===== src/rtl/adder_prefix_pipe_pkg.sv =====
// ---------------------------------------------------------------------------
// adder_prefix_pipe_pkg
// Shared definitions for the pipelined Kogge-Stone adder:
//   DEF_WIDTH          default operand/sum width
//   FLAG_* / flags_t   bit positions of the optional status flags
//   clog2()            ceiling log2 used to size the prefix tree
// ---------------------------------------------------------------------------
package adder_prefix_pipe_pkg;

    localparam int DEF_WIDTH = 32'sd32;

    localparam int FLAG_OVF  = 32'sd0;
    localparam int FLAG_ZERO = 32'sd1;
    localparam int FLAG_NEG  = 32'sd2;
    localparam int NUM_FLAGS = 32'sd3;

    typedef logic [NUM_FLAGS-1:0] flags_t;

    // Ceiling log2; clog2(1) = 0.
    function automatic int clog2(input int value);
        int res;
        int rem;
        res = 32'sd0;
        rem = value - 32'sd1;
        while (rem > 32'sd0) begin
            res = res + 32'sd1;
            rem = rem >>> 1;
        end
        return res;
    endfunction

endpackage


===== src/rtl/adder_prefix_pipe_level.sv =====
// ---------------------------------------------------------------------------
// gp_cell / adder_prefix_level
// gp_cell: one Kogge-Stone black cell combining a high (g,p) pair with the
//   pair SPAN bits below it.
// adder_prefix_level: one purely combinational prefix level.
//   i_g, i_p : group generate/propagate entering the level
//   o_g, o_p : group generate/propagate leaving the level
//   Bits i >= SPAN combine with bit i-SPAN; lower bits pass unchanged.
// ---------------------------------------------------------------------------
module gp_cell (
    input  logic i_g_hi,
    input  logic i_p_hi,
    input  logic i_g_lo,
    input  logic i_p_lo,
    output logic o_g,
    output logic o_p
);
    assign o_g = i_g_hi | (i_p_hi & i_g_lo);
    assign o_p = i_p_hi & i_p_lo;
endmodule

module adder_prefix_level
    import adder_prefix_pipe_pkg::*;
#(
    parameter int WIDTH = DEF_WIDTH,
    parameter int SPAN  = 32'sd1
) (
    input  logic [WIDTH-1:0] i_g,
    input  logic [WIDTH-1:0] i_p,
    output logic [WIDTH-1:0] o_g,
    output logic [WIDTH-1:0] o_p
);
    for (genvar i = 0; i < WIDTH; i++) begin : g_bit
        if (i >= SPAN) begin : g_cell
            gp_cell u_cell (
                .i_g_hi (i_g[i]),
                .i_p_hi (i_p[i]),
                .i_g_lo (i_g[i-SPAN]),
                .i_p_lo (i_p[i-SPAN]),
                .o_g    (o_g[i]),
                .o_p    (o_p[i])
            );
        end else begin : g_pass
            assign o_g[i] = i_g[i];
            assign o_p[i] = i_p[i];
        end
    end
endmodule


===== src/rtl/adder_prefix_pipe.sv =====
// ---------------------------------------------------------------------------
// adder_prefix_pipe
// Pipelined Kogge-Stone adder/subtractor with valid/ready flow control.
//   clk, rst_n           clock (rising edge), asynchronous active-low reset
//   in_valid / in_ready  upstream handshake
//   a_i, b_i             operands
//   cin_i, sub_i         carry-in, subtract select (a_i - b_i, cin ignored)
//   out_valid/out_ready  downstream handshake
//   sum_o, cout_o        result and carry-out
//   ovf_o, zero_o, neg_o status flags, present only when ADDER_PIPE_FLAGS_EN
//                        is defined
// A register stage follows every REG_EVERY prefix levels and the last level;
// the final sum XOR is formed after the last register.
// ---------------------------------------------------------------------------
module adder_prefix_pipe
    import adder_prefix_pipe_pkg::*;
#(
    parameter int WIDTH     = DEF_WIDTH,
    parameter int REG_EVERY = 32'sd1
) (
    input  logic             clk,
    input  logic             rst_n,
    input  logic             in_valid,
    output logic             in_ready,
    input  logic [WIDTH-1:0] a_i,
    input  logic [WIDTH-1:0] b_i,
    input  logic             cin_i,
    input  logic             sub_i,
    output logic             out_valid,
    input  logic             out_ready,
    output logic [WIDTH-1:0] sum_o,
    output logic             cout_o
`ifdef ADDER_PIPE_FLAGS_EN
    ,
    output logic             ovf_o,
    output logic             zero_o,
    output logic             neg_o
`endif
);
    localparam int L = clog2(WIDTH);
    localparam int N = (L + REG_EVERY - 32'sd1) / REG_EVERY;

    logic [WIDTH-1:0] w_b_eff, w_g0, w_p0;
    logic             w_cin_eff;

    // Stage inputs (from operand conditioning or previous register)
    logic [WIDTH-1:0] w_sg [N];
    logic [WIDTH-1:0] w_sp [N];
    logic [WIDTH-1:0] w_spo [N];
    logic             w_scin [N];
    logic [N-1:0]     w_up_v;
    // Prefix level outputs and per-stage next data
    logic [WIDTH-1:0] w_lg [L];
    logic [WIDTH-1:0] w_lp [L];
    logic [WIDTH-1:0] w_ng [N];
    logic [WIDTH-1:0] w_np [N];
    // Stage registers
    logic [N-1:0]     r_v;
    logic [WIDTH-1:0] r_g [N];
    logic [WIDTH-1:0] r_p [N];
    logic [WIDTH-1:0] r_po [N];
    logic             r_cin [N];
    logic [N-1:0]     w_adv, w_rdy;
`ifdef ADDER_PIPE_FLAGS_EN
    logic             w_sam [N];
    logic             w_sbm [N];
    logic             r_am [N];
    logic             r_bm [N];
    flags_t           w_flags;
`endif

    // Condition operands; carry-in is folded into the bit-0 generate
    always_comb begin
        w_b_eff   = sub_i ? ~b_i : b_i;
        w_cin_eff = sub_i ? 1'b1 : cin_i;
        w_p0      = a_i ^ w_b_eff;
        w_g0      = a_i & w_b_eff;
        w_g0[0]   = w_g0[0] | (w_p0[0] & w_cin_eff);
    end

    for (genvar k = 0; k < N; k++) begin : g_stage_in
        if (k == 0) begin : g_first
            assign w_sg[k]   = w_g0;
            assign w_sp[k]   = w_p0;
            assign w_spo[k]  = w_p0;
            assign w_scin[k] = w_cin_eff;
            assign w_up_v[k] = in_valid;
`ifdef ADDER_PIPE_FLAGS_EN
            assign w_sam[k]  = a_i[WIDTH-1];
            assign w_sbm[k]  = w_b_eff[WIDTH-1];
`endif
        end else begin : g_next
            assign w_sg[k]   = r_g[k-1];
            assign w_sp[k]   = r_p[k-1];
            assign w_spo[k]  = r_po[k-1];
            assign w_scin[k] = r_cin[k-1];
            assign w_up_v[k] = r_v[k-1];
`ifdef ADDER_PIPE_FLAGS_EN
            assign w_sam[k]  = r_am[k-1];
            assign w_sbm[k]  = r_bm[k-1];
`endif
        end
    end

    // Level j feeds from the stage register when it opens a stage,
    // otherwise from the level just below it.
    for (genvar j = 0; j < L; j++) begin : g_level
        localparam int K    = j / REG_EVERY;
        localparam int SPAN = 32'sd1 <<< j;
        logic [WIDTH-1:0] w_gi, w_pi;
        if ((j % REG_EVERY) == 0) begin : g_from_stage
            assign w_gi = w_sg[K];
            assign w_pi = w_sp[K];
        end else begin : g_from_level
            assign w_gi = w_lg[j-1];
            assign w_pi = w_lp[j-1];
        end
        adder_prefix_level #(.WIDTH(WIDTH), .SPAN(SPAN)) u_level (
            .i_g (w_gi),
            .i_p (w_pi),
            .o_g (w_lg[j]),
            .o_p (w_lp[j])
        );
    end

    for (genvar k = 0; k < N; k++) begin : g_stage_out
        localparam int END_LVL  = (k + 1) * REG_EVERY;
        localparam int LAST_LVL = ((END_LVL < L) ? END_LVL : L) - 32'sd1;
        assign w_ng[k] = w_lg[LAST_LVL];
        assign w_np[k] = w_lp[LAST_LVL];
    end

    // Advance/ready chain, walked from the output stage backwards
    always_comb begin
        logic dn_rdy;
        w_adv  = {N{1'b0}};
        w_rdy  = {N{1'b0}};
        dn_rdy = out_ready;
        for (int k = N - 1; k >= 0; k--) begin
            w_adv[k] = r_v[k] & dn_rdy;
            w_rdy[k] = ~r_v[k] | w_adv[k];
            dn_rdy   = w_rdy[k];
        end
    end

    // Stage valid bits: a ready stage takes whatever valid is upstream
    always_ff @(posedge clk or negedge rst_n) begin
        if (!rst_n) begin
            r_v <= {N{1'b0}};
        end else begin
            for (int k = 0; k < N; k++) begin
                if (w_rdy[k]) begin
                    r_v[k] <= w_up_v[k];
                end else begin
                    r_v[k] <= r_v[k];
                end
            end
        end
    end

    // Stage data: loads only on an actual transfer into the stage
    always_ff @(posedge clk or negedge rst_n) begin
        if (!rst_n) begin
            for (int k = 0; k < N; k++) begin
                r_g[k]   <= {WIDTH{1'b0}};
                r_p[k]   <= {WIDTH{1'b0}};
                r_po[k]  <= {WIDTH{1'b0}};
                r_cin[k] <= 1'b0;
`ifdef ADDER_PIPE_FLAGS_EN
                r_am[k]  <= 1'b0;
                r_bm[k]  <= 1'b0;
`endif
            end
        end else begin
            for (int k = 0; k < N; k++) begin
                if (w_rdy[k] & w_up_v[k]) begin
                    r_g[k]   <= w_ng[k];
                    r_p[k]   <= w_np[k];
                    r_po[k]  <= w_spo[k];
                    r_cin[k] <= w_scin[k];
`ifdef ADDER_PIPE_FLAGS_EN
                    r_am[k]  <= w_sam[k];
                    r_bm[k]  <= w_sbm[k];
`endif
                end
            end
        end
    end

    // Carry into bit i is the prefix generate of bit i-1 (bit 0: carry-in)
    assign in_ready  = w_rdy[0];
    assign out_valid = r_v[N-1];
    assign sum_o     = r_po[N-1] ^ {r_g[N-1][WIDTH-2:0], r_cin[N-1]};
    assign cout_o    = r_g[N-1][WIDTH-1];

`ifdef ADDER_PIPE_FLAGS_EN
    // Status flags from the final register; zero is qualified by valid so
    // the idle/reset state reads as all-flags-clear
    always_comb begin
        w_flags            = {NUM_FLAGS{1'b0}};
        w_flags[FLAG_OVF]  = (r_am[N-1] ~^ r_bm[N-1]) & (sum_o[WIDTH-1] ^ r_am[N-1]);
        w_flags[FLAG_ZERO] = r_v[N-1] & (sum_o == {WIDTH{1'b0}});
        w_flags[FLAG_NEG]  = sum_o[WIDTH-1];
    end

    assign ovf_o  = w_flags[FLAG_OVF];
    assign zero_o = w_flags[FLAG_ZERO];
    assign neg_o  = w_flags[FLAG_NEG];
`endif

endmodule


===== config.mk =====
export PLATFORM = sky130hd
export DESIGN_NAME = adder_prefix_pipe
export DESIGN_NICKNAME = d
export VERILOG_FILES = /design/src/rtl/adder_prefix_pipe_pkg.sv /design/src/rtl/adder_prefix_pipe_level.sv /design/src/rtl/adder_prefix_pipe.sv
export SDC_FILE = /design/constraint.sdc
export NUM_CORES = 1
export LEC_CHECK = 0
export CORE_MARGIN = 4
export CORE_UTILIZATION = 35
export CTS_BUF_LIST = sky130_fd_sc_hd__clkbuf_2 sky130_fd_sc_hd__clkbuf_4 sky130_fd_sc_hd__clkbuf_8
export DETAILED_ROUTE_END_ITERATION = 10
export PLACE_DENSITY = 0.61
export SYNTH_ARGS = -nofsm -noshare
export SYNTH_HDL_FRONTEND = slang
export SYNTH_SLANG_ARGS = --single-unit

===== constraint.sdc =====
create_clock -name clk -period 1.7 [get_ports clk]
set_input_delay 0.34 -clock clk [delete_from_list [all_inputs] [get_ports clk]]
set_output_delay 0.34 -clock clk [all_outputs]
set_load 0.02 [all_outputs]

* After elaboration in Yosys (flattened, before gate mapping) *
Cells that the tools add are included.

storage, ports and cells
  register bits after elaboration = 458
  bits in latches = 0
  memory bits (writable) = 0
  ROM bits = 0
  bits of input ports = 70
  output and inout bits = 35
  logic and storage cells = 419
  memories kept = 0

cells by class
  add/sub/neg operators = 0
  $mul = 0
  divide/modulo/power cells = 0
  order comparisons = 0
  equality and inequality tests = 0
  shifts and indexed selects = 0
  multiplexer cells = 2
  bitwise logic cells = 393
  reductions and logical operators = 0

operator list
  cell            number
  $and 1x1->1     249
  $or 1x1->1      135
  $xor 32x32->32  2
  $and 32x32->32  1
  $mux 32         1
  $not 32->32     1
  $not 1->1       5
  $mux 1          1

* Logic depth before layout (Yosys ltp) *
  depth after elaboration = 11
  mapped depth = 7
  depth with buffers taken out = 5

* By module *
A second synthesis with hierarchy kept.

unflattened totals
  cells, all modules = 1396
  area total of the unflattened synthesis = 20377.0 µm²

by module, submodules not included
  module                                   instances  cells each  area each (µm²)  sequential area each (µm²)
  adder_prefix_pipe                        1          1076        17974.7          11461.0
  gp_cell                                  129        2           15.0             0.0
  adder_prefix_level (g_level[4].u_level)  1          32          240.2            0.0
  adder_prefix_level (g_level[3].u_level)  1          16          120.1            0.0
  adder_prefix_level (g_level[2].u_level)  1          8           60.1             0.0
  adder_prefix_level (g_level[1].u_level)  1          4           30.0             0.0
  adder_prefix_level (g_level[0].u_level)  1          2           15.0             0.0

* Least setup slack after synthesis *
Ideal clock, no wire load.

  path type = input port to flip-flop
  from = input port sub_i
  to = register r_g, in the netlist g_level[1].w_gi[1]
  setup time = 0.125 ns
  data arrival time = 1.713 ns
  data required time = 1.575 ns
  slack = -0.138 ns
  stages = 7
  path buffers = 2
  cell sequence = clkbuf_1 buf_2 xor2_1 ha_1 a21oi_1 o21ai_0 mux2_2

on the way
  elaborated cells between the ends (all ways) = 8
  classes of those cells = mux: 2; bitwise: 6

RTL lines
  what                                                  RTL line                       source
  start: declaration                                    adder_prefix_pipe.sv:28        input logic sub_i,
  $mux 32                                               adder_prefix_pipe.sv:74        w_b_eff = sub_i ? ~b_i : b_i;
  $xor 32x32->32                                        adder_prefix_pipe.sv:76        w_p0 = a_i ^ w_b_eff;
  via g_level[0].u_level.g_bit[1].g_cell.u_cell.i_p_hi  adder_prefix_pipe_level.sv:12  input logic i_p_hi,
  $and 1x1->1                                           adder_prefix_pipe_level.sv:18  assign o_g = i_g_hi | (i_p_hi & i_g_lo);
  $or 1x1->1                                            adder_prefix_pipe_level.sv:18
  end signal: indexed assignment                        adder_prefix_pipe.sv:165       r_g[k] <= {WIDTH{1'b0}};
  end signal: indexed assignment                        adder_prefix_pipe.sv:177       r_g[k] <= w_ng[k];
  end: declaration                                      adder_prefix_pipe.sv:59        logic [WIDTH-1:0] r_g [N];

The timed path passes the listed nets, and every way through them passes these cells.
A chain may end at the register's enable or synchronous reset.

* Worst setup path in the final report *
  from = register r_v[4]
  to = register r_po[106] (netlist name)

on the way
  word-level cells in the longest chain between the ends = 9
  elaborated cells between the ends (all ways) = 10
  classes of those cells = bitwise: 10

RTL lines
  what                                      RTL line                                            source
  start: declaration                        adder_prefix_pipe.sv:58                             logic [N-1:0] r_v;
  start signal: assignment                  adder_prefix_pipe.sv:149                            r_v <= {N{1'b0}};
  start signal: indexed assignment          adder_prefix_pipe.sv:153                            r_v[k] <= w_up_v[k];
  start signal: indexed assignment          adder_prefix_pipe.sv:155                            r_v[k] <= r_v[k];
  $and 1x1->1 or $not 1->1 (tied branches)  adder_prefix_pipe.sv:140, adder_prefix_pipe.sv:141
  $or 1x1->1 (*)                            adder_prefix_pipe.sv:141                            w_rdy[k] = ~r_v[k] | w_adv[k];
  $and 1x1->1 (*)                           adder_prefix_pipe.sv:140                            w_adv[k] = r_v[k] & dn_rdy;
  $or 1x1->1 (*)                            adder_prefix_pipe.sv:141
  $and 1x1->1 (*)                           adder_prefix_pipe.sv:140
  $or 1x1->1 (*)                            adder_prefix_pipe.sv:141
  $and 1x1->1 (*)                           adder_prefix_pipe.sv:140
  $or 1x1->1 (*)                            adder_prefix_pipe.sv:141
  $and 1x1->1 (*)                           adder_prefix_pipe.sv:176                            if (w_rdy[k] & w_up_v[k]) begin
  end signal: indexed assignment            adder_prefix_pipe.sv:167                            r_po[k] <= {WIDTH{1'b0}};
  end signal: indexed assignment            adder_prefix_pipe.sv:179                            r_po[k] <= w_spo[k];
  end: declaration                          adder_prefix_pipe.sv:61                             logic [WIDTH-1:0] r_po [N];

Every way passes the cells marked *; elsewhere a longest branch is shown, timed or not.

==> flow_summary_export.csv <==
group,metric,value,unit
sta,final.setup.tns,-17230,ps
min_path,hold_path.class,"in -> async",
clocking,clock_path_buffers,3,
clocking,h-tree-depth,3,
sta,maxSlewHeadroom,0.6693,
power_and_ir_drop,power.leakage,10.82,nW
sta,finClkSkew,19.98,ps
critical_path,critical_path_class,"reg -> reg",
critical_path,r2r-end,"r_po[106]",
sta,finalCritPeriodShare,1.090,
critical_path,reg2reg_depth,7,
synth,ys_seq_area_frac,0.5876,
grt,antenna_found_initial,0,
drt,final_antenna_net_count,0,
power_and_ir_drop,p_per_area,1581,mW/mm^2
synth,yosys_warnings,0,
layout,antenna_cells,0,
floorplanning,die-area,0.05579,mm^2
layout,syn_to_final_growth,27.51,%
grt,grt-ovfl-total,0,
sta,period_needed,1853,ps
synth,syn-instance-count,1464,
critical_path,r2r_setup_slack,-150,ps
floorplanning,chipHeight,236.2,um
status,status,"finished, violations left",
sta,slew_violations,0,
drt,vias,11640,
drt,first_pass_iters,5,
drt,drtIter0Drc,522,
sta,tightest_slew,496.0,ps
sta,worst_slack,-153.2,ps
sta,finalSetupViolations,248,
critical_path,crit_fanout,6,
layout,final_util,0.4521,
critical_path,cp-end-kind,"flip-flop",
clocking,cts.sinks,428,
floorplanning,rows,83,
floorplanning,start_util,0.3546,
grt,grt.total_usage,0.1562,
flow_run,maxCapViolations,0,
synth,synth_top_cell_area_share,0.5876,
placement,dpl_worst_slack,-485.5,ps
drt,wl_per_cell,18.55,um
placement,gp_congestion,0.7868,
clocking,cts_made_buffers,71,
grt,grt_pass1_wl,69530,um
synth,yosysTopAreaCell,"dfrtp_1",
clocking,clkLatencyLatePin,610,ps
synth,yosys_register_bits,428,
placement,dp_hpwl,31970,um
grt,grt_pass1_vias,12210,
sta,rsz0062_at_grt,"yes",
synth,synth_cell_types,26,
synth,syn_avg_cell_area,12.45,um^2
clocking,tritoncts,"yes",
placement,numPortBuffers,104,
grt,grt_max_degree,74,
status,violations,"setup timing",
synth,yosys-top-cells-area,"dfrtp_1 59%, mux2_2 11%, mux2i_1 8.7%",
layout,fin_nets,1828,
sta,whs,189.7,ps
placement,dpl.cell_count,2268,
layout,final_cells,2458,
synth,netlist_area,0.01823,mm^2
power_and_ir_drop,peakVddDrop,0.5935,mV
critical_path,arrival,2330,ps
floorplanning,dieWidth,236.2,um
sta,fmax,0.5396,GHz
floorplanning,core,0.05141,mm^2
drt,post-route-drc-count,0,
critical_path,startpoint_type,"flip-flop",
layout,drive_above_1_share,0.2942,
drt,wirelength,45610,um
sta,finalHoldViolations,0,
clocking,clk_pin_slew_worst_paths,60,ps
critical_path,r2r-start,"r_v[4]",
synth,synthesis.nets,1566,
drt,avgViaCountPerCell,4.737,
floorplanning,ios,105,
clocking,cts_root_buf,"clkbuf_8",
critical_path,crit_required,2180,ps
## cells in the final DEF (no fill, tap or decap), types with 3 or more instances in the layout
cell and instances:
mux2_2 183, mux2_4 11, o21ai_0 77, ha_1 32, xor2_2 7, dfrtp_1 427, buf_4 106, o21ai_1 5
buf_16 4, clkbuf_4 20, a21oi_1 161, inv_1 162, clkdlybuf4s50_1 67, buf_12 27, clkbuf_8 95, clkbuf_16 11
xor2_1 57, o31ai_1 21, clkinvlp_4 4, o31ai_2 3, clkinv_2 6, buf_8 13, mux2i_1 157, nand2_1 78
buf_6 21
## layout make-up
class                   count  area [um^2]
repair buffers            253         2854
well taps                 680        850.8
fillers                  4672        28160
clock buffers             115         1458
flip-flops and latches    428        10710
clock inverters            10        60.06
inverters                 162        608.1
multi-input cells         810         6700
## Yosys cell counts
| library cell | count |
|---|---|
| a21boi_2 | 1 |
| a21o_1 | 1 |
| a21oi_1 | 161 |
| and2_1 | 1 |
| and4b_1 | 1 |
| buf_1 | 2 |
| buf_2 | 24 |
| buf_4 | 20 |
| buf_6 | 3 |
| clkbuf_1 | 15 |
| dfrtp_1 | 428 |
| ha_1 | 32 |
| inv_1 | 162 |
| mux2_1 | 12 |
| mux2_2 | 184 |
| mux2i_1 | 159 |
| nand2_1 | 79 |
| nand2b_1 | 3 |
| nand3_1 | 1 |
| nand4b_1 | 1 |
| nor2_1 | 1 |
| o21ai_0 | 78 |
| o21ai_1 | 6 |
| o21bai_1 | 1 |
| o31ai_1 | 24 |
| xor2_1 | 64 |
## per-layer routing
metal | wire (um) | part of all wire | vias up | track usage
met5 | 0 | 0 | - | 0
met4 | 857 | 0.019 | 0 | 0.04742
met3 | 1658 | 0.036 | 60 | 0.02572
met2 | 21380 | 0.47 | 209 | 0.2430
met1 | 21710 | 0.48 | 5861 | 0.2258
li1 | - | - | 5514 | -
## flip-flops by register name, summed over array words and instances (netlist names)
signal        flops
g_level.w_gi    128
r_po            156
cout_o            1
r_v               5
r_cin             5
r_g              31
g_level.w_pi    102
## how the worst max path moves through the flow
stage	from	endpoint	slack [ps]	depth (start not counted)
2_1_floorplan	r_v[4]	r_cin[3]	10	6
3_3_place_gp	out_ready	r_po[118]	-440	7
3_5_place_dp	out_ready	g_level[2].w_gi[30]	-490	8
4_1_cts	r_v[4]	in_ready	-150	3
5_1_grt	r_v[4]	g_level[2].w_gi[14]	-200	8
6_report	r_v[4]	r_po[106]	-150	7
## worst max-delay path: stages (launching register included)
cell and delay (ps):
dfrtp_2 410, and4b_1 220, buf_4 150, a21boi_4 190, buf_12 200, buf_6 120
buf_12 110, mux2_2 330
## power by group
part           switching, W  internal [W]
combinational       0.00500       0.00565
sequential          0.00294        0.0137
clock               0.00403       0.00541
## timing repair
action                                  CTS  global route
endpoints found under the setup margin   79           349
gates resized for setup                 195            51
buffers inserted                         13            36
endpoints found under the hold margin   343             0
pin swaps                                19             9
cloned                                    2            14
hold buffers                              1             0
## kinds of logic (layout without fill, tap and decap cells)
family	Yosys count	count (layout)	synth area share
xor+xnor	64	64	0.03075
flops	428	428	0.5876
buf+inv	226	540	0.05354
simple gates	87	87	0.01915
fa+ha+maj	32	32	0.02197
mux	355	355	0.2084
compound gates	272	272	0.07860
## through the flow
stage	total power (W)	instance area, um^2
2_1_floorplan	0.02177	18240
3_3_place_gp	0.02638	20700
3_5_place_dp	0.02679	20700
4_1_cts	0.03642	22420
5_1_grt	0.03889	23240
6_report	0.03674	23240
(Power assumes the default switching activity.)
